[src/rtl/ahb_slave_pkg.sv]
`default_nettype none
// ============================================================================
// Module      : ahb_slave_pkg
// Description : Shared AHB encodings, FSM states and helpers for ahb_slave_if.
// Revision    : 1.0 - initial release
// ============================================================================
package ahb_slave_pkg;

    localparam logic [1:0] HTRANS_IDLE   = 2'b00;
    localparam logic [1:0] HTRANS_BUSY   = 2'b01;
    localparam logic [1:0] HTRANS_NONSEQ = 2'b10;
    localparam logic [1:0] HTRANS_SEQ    = 2'b11;

    localparam logic [1:0] HRESP_OKAY  = 2'b00;
    localparam logic [1:0] HRESP_ERROR = 2'b01;

    localparam logic [2:0] HSIZE_BYTE = 3'b000;
    localparam logic [2:0] HSIZE_HALF = 3'b001;
    localparam logic [2:0] HSIZE_WORD = 3'b010;

    typedef enum logic [1:0] {
        ST_IDLE   = 2'd0,
        ST_ACCESS = 2'd1,
        ST_ERR1   = 2'd2,
        ST_ERR2   = 2'd3
    } state_t;

    function automatic logic trans_active(input logic [1:0] htrans);
        logic active;
        case (htrans)
            HTRANS_NONSEQ, HTRANS_SEQ: active = 1'b1;
            HTRANS_IDLE, HTRANS_BUSY:  active = 1'b0;
            default:                   active = 1'b0;
        endcase
        return active;
    endfunction

    // Wait counter width: enough for TIMEOUT_CYCLES, clamped to 8..16 bits.
    function automatic int timeout_cnt_width(input int cycles);
        int w;
        w = $clog2(cycles + 1);
        if (w < 8)  w = 8;
        if (w > 16) w = 16;
        return w;
    endfunction

endpackage
`default_nettype wire

[src/rtl/ahb_slave_if_if.sv]
`default_nettype none
// ============================================================================
// Module      : ahb_slave_if_if
// Description : AHB-Lite slave port plus simple register-bus signals.
// Revision    : 1.0 - initial release
// ============================================================================
interface ahb_slave_if_if #(
    parameter int ADDR_WIDTH = 16
);
    logic                  hSSel;
    logic [31:0]           hSAddr;
    logic [1:0]            hSTrans;
    logic                  hSWrite;
    logic [2:0]            hSSize;
    logic [2:0]            hSBurst;
    logic [31:0]           hSWData;
    logic                  hSReadyIn;
    logic                  hSReadyOut;
    logic [1:0]            hSResp;
    logic [31:0]           hSRData;
    logic [ADDR_WIDTH-1:0] regAddr;
    logic                  regRead;
    logic                  regWrite;
    logic [3:0]            regByteEn;
    logic [31:0]           regWData;
    logic [31:0]           regRData;
    logic                  regReady;
    logic                  regError;
    logic                  timeoutEvent;

    modport slave (
        input  hSSel, hSAddr, hSTrans, hSWrite, hSSize, hSBurst, hSWData, hSReadyIn,
        input  regRData, regReady, regError,
        output hSReadyOut, hSResp, hSRData,
        output regAddr, regRead, regWrite, regByteEn, regWData, timeoutEvent
    );

    modport master (
        output hSSel, hSAddr, hSTrans, hSWrite, hSSize, hSBurst, hSWData, hSReadyIn,
        output regRData, regReady, regError,
        input  hSReadyOut, hSResp, hSRData,
        input  regAddr, regRead, regWrite, regByteEn, regWData, timeoutEvent
    );
endinterface
`default_nettype wire

[src/rtl/ahb_slave_if_bytelane.sv]
`default_nettype none
// ============================================================================
// Module      : ahb_slave_bytelane
// Description : HSIZE/address to byte-enable decoder with illegal-access flag.
// Revision    : 1.0 - initial release
// ============================================================================
module ahb_slave_bytelane
    import ahb_slave_pkg::*;
(
    input  logic [2:0] size_i,
    input  logic [1:0] addr_i,
    output logic [3:0] byte_en_o,
    output logic       illegal_o
);

    always_comb begin
        byte_en_o = 4'b0000;
        illegal_o = 1'b0;
        case (size_i)
            HSIZE_BYTE: byte_en_o = 4'b0001 << addr_i;
            HSIZE_HALF: begin
                byte_en_o = addr_i[1] ? 4'b1100 : 4'b0011;
                illegal_o = addr_i[0];
            end
            HSIZE_WORD: begin
                byte_en_o = 4'b1111;
                illegal_o = |addr_i;
            end
            default:    illegal_o = 1'b1;
        endcase
    end

endmodule
`default_nettype wire

[src/rtl/ahb_slave_if.sv]
`default_nettype none
// ============================================================================
// Module      : ahb_slave_if
// Description : AHB-Lite slave to single-access register bus bridge with
//               wait-state insertion and two-cycle ERROR response.
//               Optional data-phase timeout: RW_AHBS_TIMEOUT_EN.
// Revision    : 1.0 - initial release
// ============================================================================
module ahb_slave_if
    import ahb_slave_pkg::*;
#(
    parameter int ADDR_WIDTH     = 16,
    parameter int TIMEOUT_CYCLES = 255
) (
    input  logic           macPIClk,
    input  logic           macPIClkHardRst,
    ahb_slave_if_if.slave  bus
);

    state_t                state_q, state_d;
    logic [ADDR_WIDTH-1:0] addr_q;
    logic                  write_q;
    logic [3:0]            be_q;
    logic                  w_accept;
    logic                  w_illegal;
    logic [3:0]            w_be;
    logic                  w_timeout;

    ahb_slave_bytelane u_bytelane (
        .size_i    (bus.hSSize),
        .addr_i    (bus.hSAddr[1:0]),
        .byte_en_o (w_be),
        .illegal_o (w_illegal)
    );

    assign w_accept = bus.hSSel && trans_active(bus.hSTrans) && bus.hSReadyIn;

`ifdef RW_AHBS_TIMEOUT_EN
    localparam int              CNT_W      = timeout_cnt_width(TIMEOUT_CYCLES);
    localparam logic [CNT_W-1:0] C_TMO_LAST = CNT_W'(TIMEOUT_CYCLES - 1);

    logic [CNT_W-1:0] wait_cnt_q;
    logic             tmo_q;

    // Fires in the last permitted wait cycle so the strobe drops right after it.
    assign w_timeout = (state_q == ST_ACCESS) && !bus.regReady && (wait_cnt_q == C_TMO_LAST);

    always_ff @(posedge macPIClk or posedge macPIClkHardRst) begin
        if (macPIClkHardRst) begin
            wait_cnt_q <= '0;
            tmo_q      <= 1'b0;
        end else begin
            if (w_accept)
                wait_cnt_q <= '0;
            else if ((state_q == ST_ACCESS) && !bus.regReady)
                wait_cnt_q <= wait_cnt_q + 1'b1;
            tmo_q <= w_timeout;
        end
    end

    assign bus.timeoutEvent = tmo_q;
`else
    logic w_unused_tmo;
    assign w_unused_tmo     = (TIMEOUT_CYCLES > 0);
    assign w_timeout        = 1'b0;
    assign bus.timeoutEvent = 1'b0;
`endif

    logic w_unused;
    assign w_unused = ^{bus.hSBurst, bus.hSAddr[31:ADDR_WIDTH]};

    always_ff @(posedge macPIClk or posedge macPIClkHardRst) begin
        if (macPIClkHardRst) begin
            state_q <= ST_IDLE;
            addr_q  <= '0;
            write_q <= 1'b0;
            be_q    <= 4'b0000;
        end else begin
            state_q <= state_d;
            if (w_accept) begin
                addr_q  <= bus.hSAddr[ADDR_WIDTH-1:0];
                write_q <= bus.hSWrite;
                be_q    <= w_be;
            end
        end
    end

    assign bus.regAddr   = addr_q;
    assign bus.regByteEn = be_q;

    always_comb begin
        state_d        = state_q;
        bus.hSReadyOut = 1'b1;
        bus.hSResp     = HRESP_OKAY;
        bus.hSRData    = 32'h0;
        bus.regRead    = 1'b0;
        bus.regWrite   = 1'b0;
        bus.regWData   = 32'h0;
        case (state_q)
            ST_IDLE, ST_ERR2: begin
                if (state_q == ST_ERR2)
                    bus.hSResp = HRESP_ERROR;
                if (w_accept)
                    state_d = w_illegal ? ST_ERR1 : ST_ACCESS;
                else
                    state_d = ST_IDLE;
            end
            ST_ACCESS: begin
                bus.regRead    = !write_q;
                bus.regWrite   = write_q;
                bus.regWData   = bus.hSWData;
                bus.hSReadyOut = bus.regReady && !bus.regError;
                if (bus.regReady && bus.regError) begin
                    state_d = ST_ERR1;
                end else if (bus.regReady) begin
                    bus.hSRData = write_q ? 32'h0 : bus.regRData;
                    if (w_accept)
                        state_d = w_illegal ? ST_ERR1 : ST_ACCESS;
                    else
                        state_d = ST_IDLE;
                end else if (w_timeout) begin
                    state_d = ST_ERR1;
                end
            end
            ST_ERR1: begin
                bus.hSReadyOut = 1'b0;
                bus.hSResp     = HRESP_ERROR;
                state_d        = ST_ERR2;
            end
            default: state_d = ST_IDLE;
        endcase
    end

endmodule
`default_nettype wire

[src/flat_wrapper.sv]
// flat-port wrapper written by rule: the top's interface ports become plain ports
module ahb_slave_if_flat import ahb_slave_pkg::*;
#(
    parameter int ADDR_WIDTH     = 16,
    parameter int TIMEOUT_CYCLES = 255
)
  (macPIClk, macPIClkHardRst, bus_hSSel, bus_hSAddr, bus_hSTrans, bus_hSWrite, bus_hSSize, bus_hSBurst, bus_hSWData, bus_hSReadyIn, bus_regRData, bus_regReady, bus_regError, bus_hSReadyOut, bus_hSResp, bus_hSRData, bus_regAddr, bus_regRead, bus_regWrite, bus_regByteEn, bus_regWData, bus_timeoutEvent);
  ahb_slave_if_if #(.ADDR_WIDTH(ADDR_WIDTH)) bus_i ();
  input  logic macPIClk;
  input  logic macPIClkHardRst;
  input wire logic [$bits(bus_i.hSSel)-1:0] bus_hSSel;
  input wire logic [$bits(bus_i.hSAddr)-1:0] bus_hSAddr;
  input wire logic [$bits(bus_i.hSTrans)-1:0] bus_hSTrans;
  input wire logic [$bits(bus_i.hSWrite)-1:0] bus_hSWrite;
  input wire logic [$bits(bus_i.hSSize)-1:0] bus_hSSize;
  input wire logic [$bits(bus_i.hSBurst)-1:0] bus_hSBurst;
  input wire logic [$bits(bus_i.hSWData)-1:0] bus_hSWData;
  input wire logic [$bits(bus_i.hSReadyIn)-1:0] bus_hSReadyIn;
  input wire logic [$bits(bus_i.regRData)-1:0] bus_regRData;
  input wire logic [$bits(bus_i.regReady)-1:0] bus_regReady;
  input wire logic [$bits(bus_i.regError)-1:0] bus_regError;
  output wire logic [$bits(bus_i.hSReadyOut)-1:0] bus_hSReadyOut;
  output wire logic [$bits(bus_i.hSResp)-1:0] bus_hSResp;
  output wire logic [$bits(bus_i.hSRData)-1:0] bus_hSRData;
  output wire logic [$bits(bus_i.regAddr)-1:0] bus_regAddr;
  output wire logic [$bits(bus_i.regRead)-1:0] bus_regRead;
  output wire logic [$bits(bus_i.regWrite)-1:0] bus_regWrite;
  output wire logic [$bits(bus_i.regByteEn)-1:0] bus_regByteEn;
  output wire logic [$bits(bus_i.regWData)-1:0] bus_regWData;
  output wire logic [$bits(bus_i.timeoutEvent)-1:0] bus_timeoutEvent;
  assign bus_i.hSSel = bus_hSSel;
  assign bus_i.hSAddr = bus_hSAddr;
  assign bus_i.hSTrans = bus_hSTrans;
  assign bus_i.hSWrite = bus_hSWrite;
  assign bus_i.hSSize = bus_hSSize;
  assign bus_i.hSBurst = bus_hSBurst;
  assign bus_i.hSWData = bus_hSWData;
  assign bus_i.hSReadyIn = bus_hSReadyIn;
  assign bus_i.regRData = bus_regRData;
  assign bus_i.regReady = bus_regReady;
  assign bus_i.regError = bus_regError;
  assign bus_hSReadyOut = bus_i.hSReadyOut;
  assign bus_hSResp = bus_i.hSResp;
  assign bus_hSRData = bus_i.hSRData;
  assign bus_regAddr = bus_i.regAddr;
  assign bus_regRead = bus_i.regRead;
  assign bus_regWrite = bus_i.regWrite;
  assign bus_regByteEn = bus_i.regByteEn;
  assign bus_regWData = bus_i.regWData;
  assign bus_timeoutEvent = bus_i.timeoutEvent;
  ahb_slave_if #(.ADDR_WIDTH(ADDR_WIDTH), .TIMEOUT_CYCLES(TIMEOUT_CYCLES)) u_core (.macPIClk(macPIClk), .macPIClkHardRst(macPIClkHardRst), .bus(bus_i));
endmodule
[config.mk]
export PLATFORM = sky130hd
export DESIGN_NAME = ahb_slave_if_flat
export DESIGN_NICKNAME = d
export VERILOG_FILES = /design/src/rtl/ahb_slave_pkg.sv /design/src/rtl/ahb_slave_if_if.sv /design/src/rtl/ahb_slave_if_bytelane.sv /design/src/rtl/ahb_slave_if.sv /design/src/flat_wrapper.sv
export SDC_FILE = /design/constraint.sdc
export NUM_CORES = 1
export LEC_CHECK = 0
export ABC_AREA = 1
export BUFFER_PORTS_ARGS = -buffer_cell sky130_fd_sc_hd__buf_4
export CAP_MARGIN = 20
export CORE_AREA = 2 2 77 79
export DETAILED_ROUTE_END_ITERATION = 16
export DIE_AREA = 0 0 79 81
export PLACE_DENSITY = 0.77
export SLEW_MARGIN = 20
export SYNTH_ARGS = -nofsm -noshare
export SYNTH_HDL_FRONTEND = slang
export SYNTH_HIERARCHICAL = 1
export SYNTH_SLANG_ARGS = --single-unit
[constraint.sdc]
create_clock -name macPIClk -period 2.9 [get_ports macPIClk]
set_clock_uncertainty 0.2 [all_clocks]
set_input_delay 0.435 -clock macPIClk [delete_from_list [all_inputs] [get_ports macPIClk]]
set_output_delay 0.435 -clock macPIClk [all_outputs]
set_load 0.03 [all_outputs]
# --- After elaboration in Yosys (flattened, before gate mapping) ---
# Cells that the tools add are included.
totals:
  ff_bits: 23
  inputBits: 111
  out_inout_bits: 90
  wordCells: 46
classes:
  n_eq_ne: 9
  shift: 1
  mux: 19
  n_reduce_logical: 13
ops:
  columns: ["operator", "n"]
  rows:
  - ["two-way mux 32 bit", 5]
  - ["case mux 4 bit (3 select lines)", 1]
  - ["== test 2 bit (second input constant)", 4]
  - ["two-way mux 2 bit", 4]
  - ["OR reduction 2 bit", 4]
  - ["case mux 2 bit (3 select lines)", 1]
  - ["== test 2 x 1 -> 1 bit (second input constant)", 2]
  - ["logical AND 1 bit", 4]
  - ["zero test 2 bit", 2]
  - ["two-way mux 4 bit", 1]
  - ["case mux 1 bit (2 select lines)", 2]
  - ["case mux 2 bit (2 select lines)", 1]
  - ["<< shifter 1 x 2 -> 4 bit (first input constant)", 1]
  - ["== test 3 x 1 -> 1 bit (second input constant)", 1]
  - ["== test 3 x 2 -> 1 bit (second input constant)", 1]
  - ["zero test 3 bit", 1]
  - ["two-way mux 1 bit", 3]
  - ["inequality test 3 x 2 -> 1 bit (second input constant)", 1]
  - ["case mux 1 bit (3 select lines)", 1]
  - ["zero test 1 bit", 2]

# --- Depth between registers and ports, before layout ---
# Gate-level depths: netlist of the first run.
logic_depth:
  ltp_word: 9
  ltp_mapped: 8
  depth_no_buf: 8

# --- Cells and area by module ---
# The synthesis of the first run kept the hierarchy.
modules_own_cells:
  columns: ["module", "instances", "cells_per_inst", "area_per_inst_um2", "seq_area_each_um2"]
  rows:
  - ["ahb_slave_if", 1, 266, 1681.6, 575.6]
  - ["ahb_slave_bytelane", 1, 26, 117.6, 0.0]

# --- Worst setup path after synthesis of the first run ---
# OpenSTA, ideal clock, no wires.
synth_timing:
  path_type: "register -> output"
  startpoint: "register u_core.state_q[1]"
  endpoint: "output bus_hSRData[10]"
  arrival_time_ns: 1.586
  required_time_ns: 2.265
  setup_slack_ns: 0.679
  stages_incl_launch_ff: 8
  n_path_buf: 1
  path_cell_list: "dfrtp_1 -> inv_1 -> ha_1 -> inv_1 -> nor2_2 -> nand3_2 -> buf_6 -> nor2_2"
synth_via:
  elab_chain_len: 2
synth_rtl:
  columns: ["item", "line_no", "source"]
  rows:
  - ["from (decl)", "ahb_slave_if.sv:20", "state_t state_q, state_d;"]
  - ["from (signal assigned)", "ahb_slave_if.sv:79", "state_q <= state_d;"]
  - ["== test 2 x 1 -> 1 bit", "ahb_slave_if.sv:99", "case (state_q)"]
  - ["two-way mux 32 bit", "ahb_slave_if.sv:99", null]
  - ["to (decl)", "flat_wrapper.sv:24", "output wire logic [$bits(bus_i.hSRData)-1:0] bus_hSRData;"]
# Every way passes these cells.

# --- Worst setup path in the final report of the first run ---
layout_timing:
  startpoint: "register u_core.state_q[1]"
  endpoint: "output bus_hSRData[31]"
# The elaborated chain is that of the path after synthesis.

==> results of run 1 <==
==> per-stage QoR <==
| step | setup slack [ps] | utilization [%] |
|---|---|---|
| global route | 370 | 56.5 |
| finish | 475 | 56.5 |
| detailed placement | 757 | 55.7 |
| CTS | 460 | 56.5 |
| floorplan | 679 | - |
| global placement | 807 | 55.7 |
==> flip-flops by register name (all words and copies together) (netlist names) <==
name and count:
u_core/bus.regByteEn 4, u_core/state_q 2, u_core/bus.regAddr 16, u_core/write_q 1
==> power by group through the flow <==
stage,Clock [mW],Sequential (mW),Combinational (mW)
finish,0.192,0.417,1.11
global route,0.214,0.428,1.20
CTS,0.202,0.419,1.13
detailed placement,0,0.424,1.12
global placement,0,0.421,1.11
floorplan,0,0.504,0.613
==> cells by family after synthesis <==
group / synth area share [%]
compound gates: 7.44
fa+ha+maj: 2.09
buf+inv: 25.7
flops: 32.0
other cells: 0.208
simple gates: 32.6
==> layer usage <==
layer / GRT usage, % / part of all wire [%] / routed length [µm] / vias up
li1: - / - / - / 1152
met1: 17.3 / 36 / 2080 / 940
met2: 33.6 / 52 / 3000 / 97
met3: 4.44 / 10 / 575 / 6
met4: 5.17 / 1.7 / 97 / 0
met5: 0 / 0 / 0 / -
==> path summary, 6_finish.rpt <==
path                                                          from                                 end  slack, ps  cells after the start
max in group asynchronous                          macPIClkHardRst   u_core/bus.regAddr[1]$_DFFE_PP0N_       1840                      2
worst max register to register       u_core/state_q[1]$_DFFE_PP0P_       u_core/state_q[0]$_DFFE_PP0P_       1220                      7
worst max-delay path                 u_core/state_q[1]$_DFFE_PP0P_                     bus_hSRData[31]        470                      8
min in group macPIClk                                  bus_hSWrite          u_core/write_q$_DFFE_PP0N_        220                      3
worst min-delay path                               macPIClkHardRst   u_core/bus.regAddr[5]$_DFFE_PP0N_        140                      2
worst min register to register  u_core/bus.regAddr[12]$_DFFE_PP0N_  u_core/bus.regAddr[12]$_DFFE_PP0N_        290                      2
==> layout make-up <==
cell class / count / area, µm² / share of cell area [%]
inverters: 100 / 375 / 11.7
clock buffers: 3 / 41.3 / 1.29
flip-flops and latches: 23 / 576 / 17.9
multi-input cells: 157 / 766 / 23.9
well taps: 75 / 93.8 / 2.93
clock inverters: 1 / 5.00 / 0.156
repair buffers: 180 / 1350 / 42.1
==> synthesized netlist by cell type <==
library cell  count  area share [%]
a21oi_1           3            0.83
a31o_2            1            0.49
buf_2             6             1.7
buf_4             2            0.83
buf_6             3             1.9
clkbuf_1          2            0.42
conb_1            1            0.21
dfrtp_1          23              32
ha_1              3             2.1
inv_1           100              21
nand2_1          68              14
nand3_1          13             3.6
nand3_2           2             1.1
nand4_1           1            0.35
nor2_1            9             1.9
nor2_2           32              11
o21ai_0          21             5.8
o21ai_1           1            0.28
or2_2             1            0.35
==> flow_metrics.tcl, run 1 <==
set metrics [dict create \
    status "completed" \
    path_clk_slew_ps 80 \
    cts_tree "yes" \
    cp_slowest_cell "buf_4" \
    initial_utilization_pct 31.7 \
    timing.final.crit_share_pct 83.6 \
    grt_pass1_vias 2055 \
    vias_per_cell 4.07 \
    swShare_pct 48.3 \
    p_switching_uw 834 \
    die-height_um 81 \
    synth_area_per_cell_um2 6.16 \
    endpoint_kind "output pin" \
    via_count 2195 \
    arrival_ps 1790 \
    ioPinCount 201 \
    whs_ps 141 \
    clockBufferDepth 2 \
    clock_latency_ps 250 \
    ys_seq_area_share_pct 32.0 \
    drc 0 \
    ys_seq_elements 23 \
    cts_hold_buf 0 \
    required_ps 2270 \
    period_minus_slack_ps 2430 \
    port_buffers 178 \
    placed_area_um2 3160 \
    timing.fmax_mhz 412 \
    path_buf_inv 4 \
    cp_max_fo 32 \
    cts_root_buf "clkbuf_8" \
    hold_viol 0 \
    die-area_um2 6400 \
    gr-usage-all-layers_pct 17.0 \
    grt_max_degree 44 \
    post_cts_resized 0 \
    p_seq_share_pct 24.2 \
    power_per_cell_area_nw_per_um2 538 \
    ant_nets 0 \
    fin_area_um2 3210 \
    rows 28 \
    power_frac_clock_pct 11.2 \
    rsz0062_at_grt "no" \
    setup-violations-final 0 \
    dieWidth_um 79 \
    yosys_warnings 6 \
    drive_gt1_share_pct 47.4 \
    power_mw 1.72 \
    first_pass_iters 4 \
    min_path_type "in2async" \
    fin_nets 579 \
    combPwrFrac_pct 64.6 \
    ys_types 19 \
    final_cell_mix "buf_4, inv_1, nand2_1" \
    worstSetupPathType "reg2out" \
    intPower_uw 891 \
    drv_cap 0 \
    drt_iter0_drc 26 \
    cts_buffers 3 \
    tightest_slew_ps 840 \
    antenna_found_initial 0 \
    slew_headroom_pct 43.9 \
    grt_pass1_wl_mm 8.80 \
    start_kind "register" \
    area_growth_pct 78.3 \
    post_synth_instance_area_um2 1800 \
    final_common_cell "buf_4" \
    coreArea_um2 5680 \
    path_cells "inv_1 > ha_1 > inv_1 > nor2_2 > nand3_2 > buf_4 > nor2_1 > buf_4" \
    diodes 0 \
    dp_hpwl_mm 4.81 \
    static-leakage-power_nw 2.18 \
    ir_worst_vdd_mv 0.404 \
    cts_sinks 23 \
    dp.cells 535 \
    synth_cells 292 \
    cts_setup_buffers 0 \
    finalMaxSlewViolations 0 \
    wire_per_inst_um 10.7 \
    grt_remaining_overflow 0 \
    drt_wl_total_mm 5.75 \
    finalNonFillerCells 539 \
    htreeDepth 1 \
    critPathTopFamily "buffers and inverters" \
    fin_tns_setup_ps 0 \
    crit_path_max_incr_delay_ps 420 \
    gp_congestion 0.788 \
    fill_cells 540 \
]
(Power assumes the default switching activity.)
==> run 2: changes to the inputs <==
--- a/config.mk
+++ b/config.mk
@@ -8,10 +8,10 @@
 export ABC_AREA = 1
 export BUFFER_PORTS_ARGS = -buffer_cell sky130_fd_sc_hd__buf_4
 export CAP_MARGIN = 20
-export CORE_AREA = 2 2 77 79
+export CORE_AREA = 2 2 78 80
 export DETAILED_ROUTE_END_ITERATION = 16
-export DIE_AREA = 0 0 79 81
-export PLACE_DENSITY = 0.77
+export DIE_AREA = 0 0 80 82
+export PLACE_DENSITY = 0.75
 export SLEW_MARGIN = 20
 export SYNTH_ARGS = -nofsm -noshare
 export SYNTH_HDL_FRONTEND = slang
==> constraint.sdc (replaced) <==
create_clock -name macPIClk -period 2.25 [get_ports macPIClk]
set_clock_uncertainty 0.2 [all_clocks]
set_input_delay 0.3375 -clock macPIClk [delete_from_list [all_inputs] [get_ports macPIClk]]
set_output_delay 0.3375 -clock macPIClk [all_outputs]
set_load 0.03 [all_outputs]
==> run 2 against run 1 <==
Net effect:
- combinational power grew 41%
- setup slack lost 410 ps
- final cell count grew 1.5%
- register-to-register slack lost 480 ps
- first-iteration DRC count grew 110%
- utilization grew 3.2 points
- flip-flop and latch count is the same
- critical path type unchanged
- largest cell class unchanged
==> flow_metrics.tcl, run 2 (synthesis results as in run 1) <==
set metrics [dict create \
    timing.rr.start "u_core/state_q[1]$_DFFE_PP0P_" \
    rr_worst_depth 7 \
    initial_utilization_pct 31.3 \
    timing.fmax_mhz 457 \
    clock_latency_ps 260 \
    fin_nets 587 \
    diodes 0 \
    critPathTopFamily "buffers and inverters" \
    port_buffers 178 \
    static-leakage-power_nw 2.25 \
    ant_nets 0 \
    wire_per_inst_um 11.6 \
    fin_ws_ps 60.4 \
    crit_path_max_incr_delay_ps 410 \
    startpoint "u_core/state_q[1]$_DFFE_PP0P_" \
    htreeDepth 1 \
    power_mw 2.36 \
    power_per_cell_area_nw_per_um2 687 \
    grt_max_degree 44 \
    timing.final.crit_share_pct 97.3 \
    grt_pass1_vias 1941 \
    cts_sinks 23 \
    required_ps 1710 \
    first_pass_iters 4 \
    vias_per_cell 4.11 \
    path_buf_inv 4 \
    status "completed" \
    tightest_slew_ps 683 \
    place_ws_ps 216 \
    dp_hpwl_mm 4.88 \
    setup-violations-final 0 \
    dp.cells 536 \
    ir_worst_vdd_mv 0.443 \
    critical_path_depth 8 \
    final_common_cell "buf_4" \
    start_kind "register" \
    cp_max_fo 8 \
    die-area_um2 6560 \
    cts_tree "yes" \
    clockBufferDepth 2 \
    die-height_um 82 \
    gp_congestion 0.764 \
    critical-path-top-cell-by-count "inv_2" \
    endpoint_kind "output pin" \
    fill_cells 525 \
    coreArea_um2 5750 \
    via_count 2247 \
    cts_buffers 3 \
    area_growth_pct 90.7 \
    drt_iter0_drc 54 \
    cp_slowest_cell "dfrtp_1" \
    grt_pass1_wl_mm 8.48 \
    min_from "bus_hSAddr[6]" \
    final_util_pct 59.7 \
    fin_tns_setup_ps 0 \
    rows 28 \
    arrival_ps 1650 \
    min_path_cells 3 \
    whs_ps 127 \
    placed_area_um2 3170 \
    grt_remaining_overflow 0 \
    path_clk_slew_ps 80 \
    antenna_found_initial 0 \
    slew_headroom_pct 54.4 \
    drc 0 \
    min_path_type "in2reg" \
    hold_viol 0 \
    dieWidth_um 80 \
    period_minus_slack_ps 2190 \
    drv_cap 0 \
    drive_gt1_share_pct 49.4 \
    path_cells "inv_2 > ha_4 > inv_2 > nor2_4 > nand3_4 > buf_12 > nor2_2 > buf_4" \
    worstSetupPathType "reg2out" \
    drt_wl_total_mm 6.33 \
    gr-usage-all-layers_pct 16.0 \
    cts_root_buf "clkbuf_8" \
    largest_register_ffs 16 \
    finalNonFillerCells 547 \
    ioPinCount 201 \
    fin_area_um2 3430 \
    final_cell_mix "buf_4, inv_1, nand2_1" \
    finalMaxSlewViolations 0 \
]
[run 2: cell types whose count changed in the layout (fill, tap and decap cells not counted), sizes merged]
cell | before | now
clkbuf | 3 | 5
dlygate4sd3 | 0 | 1
buf | 180 | 185
[run 2: timing repair]
action,CTS,global route
resized for setup,2,29
cloned,0,3
endpoints found under the setup margin,33,33
setup buffers,0,3
hold endpoints to repair,23,0
hold buffers,1,0
pin swaps,0,3
[run 2: layout make-up]
type	count	area, µm²	area share [%]
multi-input combinational	157	836	24.4
tap	75	93.8	2.74
inverter	100	375	10.9
clock inverter	1	5.00	0.146
sequential	23	577	16.8
timing repair buffer	188	1500	43.8
clock buffer	3	41.3	1.20
[run 2: report_power, final]
group	total [mW]	internal, mW	switching [mW]	leakage, nW
sequential	0.543	0.488	0.0547	0.291
combinational	1.56	0.616	0.948	1.94
clock	0.250	0.123	0.127	0.0255
total	2.36	1.23	1.13	2.25
[run 2: per-layer routing]
layer	track usage, %	wire (µm)	vias up
met3	3.96	579	6
li1	-	-	1169
met4	4.41	70	0
met1	16.6	2250	979
met5	0	0	-
met2	31.5	3420	93
[run 2: path summary, 6_finish.rpt]
path                                                       to  slack [ps]
setup reg to reg                u_core/state_q[0]$_DFFE_PP0P_         740
min in group asynchronous   u_core/bus.regAddr[3]$_DFFE_PP0N_         470
hold reg to reg            u_core/bus.regAddr[15]$_DFFE_PP0N_         290
setup / recovery                               bus_hSRData[0]          60
hold / removal              u_core/bus.regAddr[6]$_DFFE_PP0N_         130
max in group asynchronous       u_core/state_q[0]$_DFFE_PP0P_        1130
[run 2: worst reg2reg max path, stage by stage, from the launching register on]
cell and delay [ps]:
dfrtp_1 410, inv_2 70, ha_4 140, buf_8 220, nand2_1 130, o21ai_0 90
inv_1 50, a21oi_1 140
